File: src/rtl/seq_div_pkg.sv
// Shared types and helpers for the sequential restoring divider.
package seq_div_pkg;

   typedef enum logic {
      IDLE = 1'b0,
      RUN  = 1'b1
   } state_t;

   localparam int DEFAULT_WIDTH = 8;

   // Iteration counter has to hold the value 2*width.
   function automatic int cnt_width(input int width);
      return $clog2(2 * width + 1);
   endfunction

endpackage

File: src/rtl/seq_div_if.sv
// Start/busy/done handshake and operand/result bus for seq_div.
// The requester uses the master modport; the divider uses the slave modport.
interface seq_div_if #(
   parameter int WIDTH = 8
) ();

   logic                   start;
   logic [2*WIDTH-1:0]     dividend;
   logic [WIDTH-1:0]       divisor;
   logic                   busy;
   logic                   done;
   logic [2*WIDTH-1:0]     quotient;
   logic [WIDTH-1:0]       remainder;
   logic                   div_by_zero;

   modport master (
      output start, dividend, divisor,
      input  busy, done, quotient, remainder, div_by_zero
   );

   modport slave (
      input  start, dividend, divisor,
      output busy, done, quotient, remainder, div_by_zero
   );

endinterface

File: src/rtl/seq_div_step.sv
// One combinational radix-2 restoring iteration.
// The partial remainder is carried as WIDTH bits: its extra top bit only
// exists transiently after the shift and is consumed by the compare here.
// With a zero divisor the truncated difference just drops a bit that the
// next shift would discard anyway, so the final remainder is unaffected.
module seq_div_step #(
   parameter int WIDTH = 8
) (
   input  logic [WIDTH-1:0] r_in,
   input  logic             msb,
   input  logic [WIDTH-1:0] divisor,
   output logic [WIDTH-1:0] r_next,
   output logic             q_bit
);

   logic [WIDTH:0]   r_shift;
   logic [WIDTH-1:0] diff;

   // Shift in the dividend MSB, trial-subtract, restore on underflow.
   always_comb begin
      r_shift = {r_in, msb};
      diff    = r_shift[WIDTH-1:0] - divisor;
      q_bit   = (r_shift >= {1'b0, divisor});
      r_next  = q_bit ? diff : r_shift[WIDTH-1:0];
   end

endmodule

File: src/rtl/seq_div.sv
// Sequential unsigned divider, one quotient bit per clock.
// Optional feature macro: SEQ_DIV_ZERO_CHECK_EN (short-circuits divide by zero).
//
// state | meaning
// ------+--------------------------------------------------------------
// IDLE  | waiting for start; results held; start accepted here only
// RUN   | one iteration per clock; counter 2*WIDTH..1, done after last
module seq_div
   import seq_div_pkg::*;
#(
   parameter int WIDTH = DEFAULT_WIDTH
) (
   input  logic        clk,
   input  logic        reset,
   seq_div_if.slave    bus
);

   localparam int CW = cnt_width(WIDTH);

   state_t                state_q, state_d;
   logic [CW-1:0]         cnt_q;
   logic [2*WIDTH-1:0]    shreg_q;
   logic [WIDTH-1:0]      divisor_q;
   logic [WIDTH-1:0]      rem_q;
   logic [2*WIDTH-1:0]    quotient_q;
   logic [WIDTH-1:0]      remainder_q;
   logic                  done_q;

   logic                  load;
   logic                  step_en;
   logic                  finish;
   logic [WIDTH-1:0]      r_next;
   logic                  q_bit;
   logic [2*WIDTH-1:0]    shreg_next;

`ifdef SEQ_DIV_ZERO_CHECK_EN
   logic                  zero_done;
   logic                  dbz_q;
`endif

   seq_div_step #(.WIDTH(WIDTH)) u_step (
      .r_in    (rem_q),
      .msb     (shreg_q[2*WIDTH-1]),
      .divisor (divisor_q),
      .r_next  (r_next),
      .q_bit   (q_bit)
   );

   // Quotient bits fill the dividend LSBs as the dividend shifts out.
   assign shreg_next = {shreg_q[2*WIDTH-2:0], q_bit};

   // State register.
   always_ff @(posedge clk) begin
      if (reset) state_q <= IDLE;
      else       state_q <= state_d;
   end

   // Next-state and datapath control decode.
   always_comb begin
      state_d = state_q;
      load    = 1'b0;
      step_en = 1'b0;
      finish  = 1'b0;
`ifdef SEQ_DIV_ZERO_CHECK_EN
      zero_done = 1'b0;
`endif
      case (state_q)
         IDLE: begin
            if (bus.start) begin
`ifdef SEQ_DIV_ZERO_CHECK_EN
               if (bus.divisor == '0) begin
                  zero_done = 1'b1;
               end else begin
                  load    = 1'b1;
                  state_d = RUN;
               end
`else
               load    = 1'b1;
               state_d = RUN;
`endif
            end
         end
         RUN: begin
            step_en = 1'b1;
            if (cnt_q == CW'(1)) begin
               finish  = 1'b1;
               state_d = IDLE;
            end
         end
         default: state_d = IDLE;
      endcase
   end

   // Operand, iteration and result registers.
   always_ff @(posedge clk) begin
      if (reset) begin
         cnt_q       <= '0;
         shreg_q     <= '0;
         divisor_q   <= '0;
         rem_q       <= '0;
         quotient_q  <= '0;
         remainder_q <= '0;
         done_q      <= 1'b0;
`ifdef SEQ_DIV_ZERO_CHECK_EN
         dbz_q       <= 1'b0;
`endif
      end else begin
         done_q <= 1'b0;
         if (load) begin
            shreg_q   <= bus.dividend;
            divisor_q <= bus.divisor;
            rem_q     <= '0;
            cnt_q     <= CW'(2 * WIDTH);
         end else if (step_en) begin
            shreg_q <= shreg_next;
            rem_q   <= r_next;
            cnt_q   <= cnt_q - CW'(1);
         end
         if (finish) begin
            quotient_q  <= shreg_next;
            remainder_q <= r_next;
            done_q      <= 1'b1;
`ifdef SEQ_DIV_ZERO_CHECK_EN
            dbz_q       <= 1'b0;
`endif
         end
`ifdef SEQ_DIV_ZERO_CHECK_EN
         // Same values the full algorithm would produce for a zero divisor.
         if (zero_done) begin
            quotient_q  <= '1;
            remainder_q <= bus.dividend[WIDTH-1:0];
            done_q      <= 1'b1;
            dbz_q       <= 1'b1;
         end
`endif
      end
   end

   assign bus.busy      = (state_q == RUN);
   assign bus.done      = done_q;
   assign bus.quotient  = quotient_q;
   assign bus.remainder = remainder_q;
`ifdef SEQ_DIV_ZERO_CHECK_EN
   assign bus.div_by_zero = dbz_q;
`else
   assign bus.div_by_zero = 1'b0;
`endif

endmodule
File: src/flat_wrapper.sv
// flat-port wrapper written by rule: the top's interface ports become plain ports
module seq_div_flat import seq_div_pkg::*;
#(
   parameter int WIDTH = DEFAULT_WIDTH
)
  (clk, reset, bus_start, bus_dividend, bus_divisor, bus_busy, bus_done, bus_quotient, bus_remainder, bus_div_by_zero);
  seq_div_if #(.WIDTH(WIDTH)) bus_i ();
  input  logic clk;
  input  logic reset;
  input wire logic [$bits(bus_i.start)-1:0] bus_start;
  input wire logic [$bits(bus_i.dividend)-1:0] bus_dividend;
  input wire logic [$bits(bus_i.divisor)-1:0] bus_divisor;
  output wire logic [$bits(bus_i.busy)-1:0] bus_busy;
  output wire logic [$bits(bus_i.done)-1:0] bus_done;
  output wire logic [$bits(bus_i.quotient)-1:0] bus_quotient;
  output wire logic [$bits(bus_i.remainder)-1:0] bus_remainder;
  output wire logic [$bits(bus_i.div_by_zero)-1:0] bus_div_by_zero;
  assign bus_i.start = bus_start;
  assign bus_i.dividend = bus_dividend;
  assign bus_i.divisor = bus_divisor;
  assign bus_busy = bus_i.busy;
  assign bus_done = bus_i.done;
  assign bus_quotient = bus_i.quotient;
  assign bus_remainder = bus_i.remainder;
  assign bus_div_by_zero = bus_i.div_by_zero;
  seq_div #(.WIDTH(WIDTH)) u_core (.clk(clk), .reset(reset), .bus(bus_i));
endmodule
File: config.mk
export PLATFORM = sky130hd
export DESIGN_NAME = seq_div_flat
export DESIGN_NICKNAME = d
export VERILOG_FILES = /design/src/rtl/seq_div_pkg.sv /design/src/rtl/seq_div_if.sv /design/src/rtl/seq_div_step.sv /design/src/rtl/seq_div.sv /design/src/flat_wrapper.sv
export SDC_FILE = /design/constraint.sdc
export NUM_CORES = 1
export LEC_CHECK = 0
export ABC_AREA = 1
export CAP_MARGIN = 5
export CORE_UTILIZATION = 47
export CTS_CLUSTER_SIZE = 12
export DETAILED_ROUTE_END_ITERATION = 8
export HOLD_SLACK_MARGIN = 0.05
export PLACE_DENSITY = 0.82
export SYNTH_ARGS = -nofsm -noshare
export SYNTH_HDL_FRONTEND = slang
export SYNTH_SLANG_ARGS = --single-unit
export TNS_END_PERCENT = 20
File: constraint.sdc
create_clock -name clk -period 1.5 [get_ports clk]
set_input_delay 0.45 -clock clk [delete_from_list [all_inputs] [get_ports clk]]
set_output_delay 0.45 -clock clk [all_outputs]
set_load 0.05 [all_outputs]
# Word-level counts from Yosys, hierarchy flattened
# Cells that the tools add are included.
# Widths: inputs -> output; s select.
totals:
  register_bits: 63
  in_bits: 27
  output_inout_bits: 27
classes:
  eq_ne: 1
  n_reduce_logical: 2
  muxes: 13
  order_cmp: 1
  n_addsub: 2
  bitwise: 1
ops:
  columns: ["operator", "n"]
  rows:
  - ["$mux 16", 2]
  - ["$mux 5", 2]
  - ["$ge 9x8->1", 1]
  - ["$mux 8", 1]
  - ["$sub 8x8->8", 1]
  - ["$mux 1", 7]
  - ["$eq 5x1->1 const B", 1]
  - ["$sub 5x1->5 const B", 1]
  - ["$pmux 1 s2", 1]
  - ["$reduce_bool 2->1", 1]
  - ["$reduce_or 2->1", 1]
  - ["$not 1->1", 1]

# Logic depth before layout (Yosys ltp)
# Gate-level depths: netlist of run 1.
depth:
  word_depth: 4
  mapped_depth: 13
  depth_no_buf: 13

# By module
# A second synthesis of run 1 with hierarchy kept.
unflattened:
  cells_unflattened: 457
  area_unflattened_um2: 3215.6
by_module_without_submodules:
  columns: ["mod", "n_inst", "area_per_inst_um2", "cells_each"]
  rows:
  - ["seq_div", 1, 2561.2, 348]
  - ["seq_div_step", 1, 654.4, 109]

# Worst setup path before layout of run 1
# Ideal clock, no wire load.
synth_timing:
  kind: "reg-to-reg"
  start: "reg u_core.state_q, in the netlist u_core.bus.busy"
  end: "reg u_core.shreg_q[1]"
  t_required_ns: 1.390
  setup_ns: 0.110
  arrival_ns: 1.514
  slack_ns: -0.124
  synth_period_minus_slack_ns: 1.624
  path_buffers: 2
  path_stages_with_launch: 10
  cell_sequence: "dfxtp_1 buf_4 inv_2 nand2_4 inv_2 buf_4 nand2_1 o221ai_1 nand2_1 inv_1"
synth_between:
  elab_chain_len: 2
synth_rtl:
  columns: ["element", "line_no", "source"]
  rows:
  - ["start: declaration", "seq_div.sv:20", "state_t state_q, state_d;"]
  - ["start signal: assignment", "seq_div.sv:55", "else state_q <= state_d;"]
  - ["$mux 1", "seq_div.sv:67", "case (state_q)"]
  - ["$mux 16 / $reduce_bool 2->1 (equally long branches)", null, null]
  - ["end signal: assignment", "seq_div.sv:110", "shreg_q <= bus.dividend;"]
  - ["end signal: assignment", "seq_div.sv:115", "shreg_q <= shreg_next;"]
  - ["end: declaration", "seq_div.sv:22", "logic [2*WIDTH-1:0] shreg_q;"]
# Several ways; a longest one is shown, not always the timed one.
# A chain may end at the register's enable or synchronous reset.

# Final worst setup path of run 1
layout_timing:
  start: "reg u_core.shreg_q[15]"
  end: "reg u_core.remainder_q[4], in the netlist u_core.bus.remainder[4]"
layout_between:
  elab_chain_len: 2
layout_rtl:
  columns: ["element", "line_no", "source"]
  rows:
  - ["$sub 8x8->8 / $ge 9x8->1 (equally long branches)", "seq_div_step.sv:22, seq_div_step.sv:23", null]
  - ["$mux 8 (*)", "seq_div_step.sv:24", "r_next = q_bit ? diff : r_shift[WIDTH-1:0];"]
  - ["end signal: assignment", "seq_div.sv:121", "remainder_q <= r_next;"]
  - ["end: declaration", "seq_div.sv:26", "logic [WIDTH-1:0] remainder_q;"]
# Mark *: on every way between the ends. The rest lies on a longest branch, timed or not.

==> flow_summary.yaml, run 1 <==
cts:
  ctsLongestPathBuffers: 2
  htreeDepth: 3
  cts_hold_buffers_added: 0
  clock_tree_from_tritoncts: "built"
  clkLatencyLatePin_ns: 0.36
  cts.root.buffer_cell: "clkbuf_8"
  clock_sinks: 63
  path_clk_slew_ns: 0.08
  cts_buffers: 9
power:
  clockPowerShare_pct: 27.8
  share_seq_of_total_power_pct: 38.2
  net-switching-power_mw: 1.72
  sw_frac_of_total_pct: 35.9
  p_int_mw: 3.07
  comb_power_share_pct: 34.0
  peakVddDrop_v: 0.000795
  p_per_cell_area_nw_per_um2: 1000
  leakage_nw: 2.25
synth:
  synth.distinct_cells: 35
  post_synth_instance_area_sq_um: 3050
  synthesis.area_per_instance_sq_um: 7.10
  yosys-top-cells-count: "nand2_1, inv_1, dfxtp_1, nor2_1, nand3_1"
  synth_sequential_area_ratio_pct: 41.4
  yosys.cell_count.top_type: "nand2_1"
  synth_top_area_share_pct: 41.4
  synth_seq_cells: 63
  yosysWarningCount: 0
  postSynthNetCount: 467
  number_of_enable_type_register_cells_in_the_synthesized_netlist: 0
  synth_flop_cell: "dfxtp_1"
  synth.largest_area_cell: "dfxtp_1"
  synthesis.instances: 429
  asyncSetResetFlopFracSynth_pct: 0
  netlist_top_cells_area: "dfxtp_1, nand2_1, inv_1"
setup_path:
  critPathTopFamily: "adder cells"
  timing.critical_path.buf_inv: 2
  setup.worst_path.end_class: "flip-flop"
  timing.critical_path.required_ns: 1.79
  reg2reg_slack_ns: -0.27
  critical_path.max_stage_delay_ns: 0.39
  timing.setup.critical_path_class: "flip-flop to flip-flop"
  worstPathMaxFanout: 2
  critPathMostFrequentCell: "nand2_1"
  cp.arrival_ns: 2.06
  crit_path_top_delay_cell: "fa_2"
  list_of_cells_traversed_by_the_critical_path: "inv_2 > ha_4 > fa_2 > inv_2 > nand3_2 > nand3_2 > xor2_2 > nand2_4 > nand2_1 > nand2_1 > nand2_1"
  critPathLaunchType: "flip-flop"
sta:
  fin_worst_skew_ns: 0.0161
  achievable-frequency_ghz: 0.565
  layout_setup_ws_ns: -0.271
  final-setup-viol-count: 20
  final-max-slew-violation-count: 0
  min_period_over_period_pct: 118
  whs_ns: 0.482
  setup_repair_after_global_routing_missed_its_margin: "true"
  final-hold-violation-count: 0
  final.setup.tns_ns: -4.04
  layout_min_cycle_time_ns: 1.77
floorplanning:
  io_pins: 54
  row_count: 28
  start_util_pct: 50.0
  die_y_um: 82.5
  die_ar_sq_um: 6810
  die_width_um: 82.5
  design.core.area_sq_um: 6100
routing:
  drt-wirelength-per-cell_um: 15.4
  final_wirelength_um: 9300
  detail_route.vias_per_cell: 5.33
  via_count: 3225
  drt_antenna_net_count: 0
  detail_route.drc_violations: 0
  drt-pass1-iter-count: 5
  first_iter_violations: 238
placement:
  port_buffers: 52
  gp_routability_congestion: 0.860
  dp.final_hpwl_um: 5690
grt:
  grt_pass1_vias: 2953
  first_pass_grt_wire_length_um: 12700
  groute.usage.overall_pct: 25.3
  largest_net_degree_at_the_start_of_global_routing: 22
  antenna_found_initial: 0
  globalRoute.totalOverflow: 0
run:
  max-cap-violations: 0
layout:
  n_antenna_cell: 0
  fraction_of_layout_cells_with_a_size_suffix_above_1_pct: 33.2
  syn_to_final_growth_pct: 56.4
  final_nets: 563
run_status:
  failed_checks: "negative setup slack"
  status: "finished with violations"
min_path:
  hold_path_class: "flip-flop to flip-flop"
[worst reg2reg max path, delay by kind of cell, from the launching register on]
| kind | cells | cell delay [ns] |
|---|---|---|
| buffers and inverters | 2 | 0.15 |
| AND/OR/NAND/NOR | 6 | 0.41 |
| adder cells (fa/ha/maj) | 2 | 0.55 |
| XOR/XNOR | 1 | 0.21 |
| flip-flops | 1 | 0.37 |
[through the flow]
step	setup WS [ns]	util, %	cell area [sq um]	power, mW	std cells
2_1_floorplan	0.00181	-	3190	2.68	429
3_3_place_gp	-0.255	70.9	4320	3.05	581
3_5_place_dp	-0.357	70.9	4320	3.10	581
4_1_cts	-0.155	75.8	4620	4.55	603
5_1_grt	-0.361	78.2	4770	5.00	605
6_report	-0.271	78.2	4770	4.79	605
[area by class of cell]
type                       count  area, sq um
clock buffer                   9          124
fill                         375         1330
multi-input combinational    284         1740
sequential                    63         1280
inverter                      69          262
timing repair buffer          98         1210
clock inverter                 7         48.8
tap                           75         93.8
[layer usage]
layer	vias up	track usage, %	part of all wire [%]
met5	-	0	0
met4	0	16.2	4.5
met3	40	4.62	5.8
met2	139	42.6	51
met1	1518	29.5	39
li1	1528	-	-
[sequential cells by signal (all words and copies together) (netlist names)]
signal and flops:
u_core.bus.busy 1, u_core.bus.done 1, u_core.bus.quotient 16, u_core.bus.remainder 8, u_core.cnt_q 5, u_core.divisor_q 8, u_core.rem_q 8, u_core.shreg_q 16
[cell families (layout without fill, tap and decap cells)]
group	Yosys count	after routing	synth area share, %
adder cells (fa/ha/maj)	11	11	4.76
other	1	1	0.123
AND/OR/NAND/NOR	222	223	32.7
flip-flops	63	63	41.4
XOR/XNOR	3	3	0.862
AO/OA/AOI/OAI	46	46	8.91
buffers and inverters	83	183	11.3
[power groups by stage]
| stage | sequential [mW] | clock [mW] | combinational (mW) |
|---|---|---|---|
| after floorplan | 1.86 | 0 | 0.816 |
| after global placement | 1.85 | 0 | 1.20 |
| after detailed placement | 1.85 | 0 | 1.25 |
| after CTS | 1.82 | 1.32 | 1.41 |
| after global routing | 1.83 | 1.41 | 1.75 |
| final | 1.83 | 1.33 | 1.63 |
[worst paths after layout]
path | from | endpoint | cells past startpoint
max | u_core.shreg_q[15] | u_core.bus.remainder[4] | 11
min | u_core.bus.quotient[12] | u_core.bus.quotient[12] | 2
max reg2reg | u_core.shreg_q[15] | u_core.bus.remainder[4] | 11
min reg2reg | u_core.bus.quotient[12] | u_core.bus.quotient[12] | 2
[placed cells by master, fill, tap and decap left out, types with 14 or more instances in the layout]
cell	instances
clkdlybuf4s50_1	26
buf_12	32
buf_4	37
inv_1	53
nand2_1	125
nand3_1	15
nor2_1	30
nand3_2	14
dfxtp_1	50
nand2_2	14
[timing repair]
action                     CTS  global route
gates cloned                 1             0
resized for setup           19            31
buffers inserted             5             3
setup endpoints to repair   19            31
pin swaps                    8            12
Power figures use the tool's default switching activity.
==> run 2, diff against run 1 <==
--- a/config.mk
+++ b/config.mk
@@ -7,6 +7,7 @@
 export LEC_CHECK = 0
 export ABC_AREA = 1
 export CAP_MARGIN = 5
+export CORE_ASPECT_RATIO = 1.2
 export CORE_UTILIZATION = 47
 export CTS_CLUSTER_SIZE = 12
 export DETAILED_ROUTE_END_ITERATION = 8
==> flow_summary.yaml, run 2 (synthesis results as in run 1) <==
run_status:
  status: "finished with violations"
  failed_checks: "negative setup slack"
placement:
  place_inst: 600
  gp_routability_congestion: 0.876
  dpl_worst_slack_ns: -0.260
  dp.final_hpwl_um: 5930
  port_buffers: 52
floorplanning:
  start_util_pct: 49.7
  die_ar_sq_um: 6810
  design.core.area_sq_um: 6130
  die_y_um: 90.2
  die_width_um: 75.5
  io_pins: 54
  row_count: 31
setup_path:
  cp.arrival_ns: 1.96
  setup.worst_path.end_class: "flip-flop"
  timing.setup.critical_path_class: "flip-flop to flip-flop"
  crit_path_top_delay_cell: "dfxtp_2"
  critPathLaunchType: "flip-flop"
  list_of_cells_traversed_by_the_critical_path: "inv_2 > ha_4 > nand2_2 > inv_2 > nand3_2 > nor2_4 > nor2_4 > buf_12 > buf_6 > nand3_2 > nand3_1 > nand2_1 > inv_1"
  critical_path.max_stage_delay_ns: 0.32
  timing.critical_path.required_ns: 1.75
  worstPathMaxFanout: 6
cts:
  cts_hold_buffers_added: 0
  ctsLongestPathBuffers: 2
  path_clk_slew_ns: 0.07
  cts_buffers: 9
  clkLatencyLatePin_ns: 0.35
  cts.root.buffer_cell: "clkbuf_8"
  clock_sinks: 63
  clock_tree_from_tritoncts: "built"
  htreeDepth: 3
power:
  net-switching-power_mw: 1.61
  peakVddDrop_v: 0.000529
  sw_frac_of_total_pct: 33.8
  p_per_cell_area_nw_per_um2: 996
  comb_power_share_pct: 32.6
  share_seq_of_total_power_pct: 38.4
  p_int_mw: 3.15
  clockPowerShare_pct: 29.0
  leakage_nw: 2.27
grt:
  groute.usage.overall_pct: 26.1
  grt_pass1_vias: 3216
  largest_net_degree_at_the_start_of_global_routing: 19
  antenna_found_initial: 0
  first_pass_grt_wire_length_um: 13600
  globalRoute.totalOverflow: 0
sta:
  final-max-slew-violation-count: 0
  final.setup.tns_ns: -3.02
  whs_ns: 0.471
  final-hold-violation-count: 0
  layout_min_cycle_time_ns: 1.71
  achievable-frequency_ghz: 0.584
  min_period_over_period_pct: 114
  fin_worst_skew_ns: 0.00891
  layout_setup_ws_ns: -0.214
  final-setup-viol-count: 18
  setup_repair_after_global_routing_missed_its_margin: "true"
layout:
  final_cells: 622
  n_antenna_cell: 0
  layout_commonest_cell: "nand2_1"
  final_nets: 573
  syn_to_final_growth_pct: 56.7
  fraction_of_layout_cells_with_a_size_suffix_above_1_pct: 32.8
  finish.utilization_pct: 78.0
  layout_common_cells: "nand2_1, inv_1, dfxtp_1"
run:
  max-cap-violations: 0
routing:
  first_iter_violations: 141
  wl_met3_um: 390
  top_layer: "met4"
  wl_met1_um: 3150
  via_count: 3186
  drt-pass1-iter-count: 5
  final_wirelength_um: 8390
  detail_route.drc_violations: 0
  drt_antenna_net_count: 0
  drt-wirelength-per-cell_um: 13.5
  detail_route.vias_per_cell: 5.12
  dr_wl_met2_um: 4360
min_path:
  hold_path_class: "flip-flop to flip-flop"
==> run 2: cell types whose count changed in the layout (fill, tap and decap cells not counted), sizes merged <==
cell	previous run	this run
buf	72	82
clkbuf	9	11
clkdlybuf4s50	26	25
clkinv	7	4
clkinvlp	1	3
dlymetal6s2s	0	1
inv	68	67
==> run 2: power by group through the flow <==
| stage | sequential [mW] | combinational (mW) | clock [mW] |
|---|---|---|---|
| after global placement | 1.85 | 1.27 | 0 |
| final | 1.83 | 1.55 | 1.38 |
| after floorplan | 1.86 | 0.816 | 0 |
| after global routing | 1.83 | 1.68 | 1.48 |
| after detailed placement | 1.86 | 1.31 | 0 |
| after CTS | 1.82 | 1.38 | 1.40 |
==> run 2: per-layer routing <==
metal	track usage, %	vias to the layer above
met2	45.1	122
met4	17.0	0
met3	5.72	45
li1	-	1535
met5	0	-
met1	27.4	1484
==> run 2: path summary, 6_finish.rpt <==
check / startpoint / end / slack (ns) / cells after the start
worst min register to register: u_core.divisor_q[5] / u_core.divisor_q[5] / 0.47 / 2
worst max register to register: u_core.divisor_q[4] / u_core.rem_q[0] / -0.21 / 13
worst min-delay path: u_core.divisor_q[5] / u_core.divisor_q[5] / 0.47 / 2
worst max-delay path: u_core.divisor_q[4] / u_core.rem_q[0] / -0.21 / 13
==> run 2: final cells by class <==
cell class                      count  area, sq um
Sequential cell                    63         1280
Fill cell                         418         1350
Clock inverter                      5         32.5
Clock buffer                       11          151
Inverter                           69          262
Tap cell                           82          103
Multi-Input combinational cell    284         1670
Timing Repair Buffer              108         1280
==> run 2: worst max-delay path: cells and delay by family, from the launching register on <==
kind | cells | cell delay [ns]
flip-flops | 1 | 0.32
AND/OR/NAND/NOR | 7 | 0.59
buffers and inverters | 5 | 0.41
adder cells (fa/ha/maj) | 1 | 0.28
==> run 2: repair_timing <==
| action | 4_1_cts | 5_1_grt |
|---|---|---|
| cloned | 0 | 1 |
| pin swaps | 6 | 12 |
| resized for setup | 17 | 17 |
| buffers inserted | 2 | 3 |
| endpoints found under the setup margin | 18 | 19 |
| hold endpoints to repair | 0 | 0 |
==> run 2: stage by stage <==
stage | cell area, sq um | power [mW]
2_1_floorplan | 3190 | 2.68
3_3_place_gp | 4420 | 3.12
3_5_place_dp | 4420 | 3.17
4_1_cts | 4670 | 4.60
5_1_grt | 4780 | 4.99
6_report | 4780 | 4.76
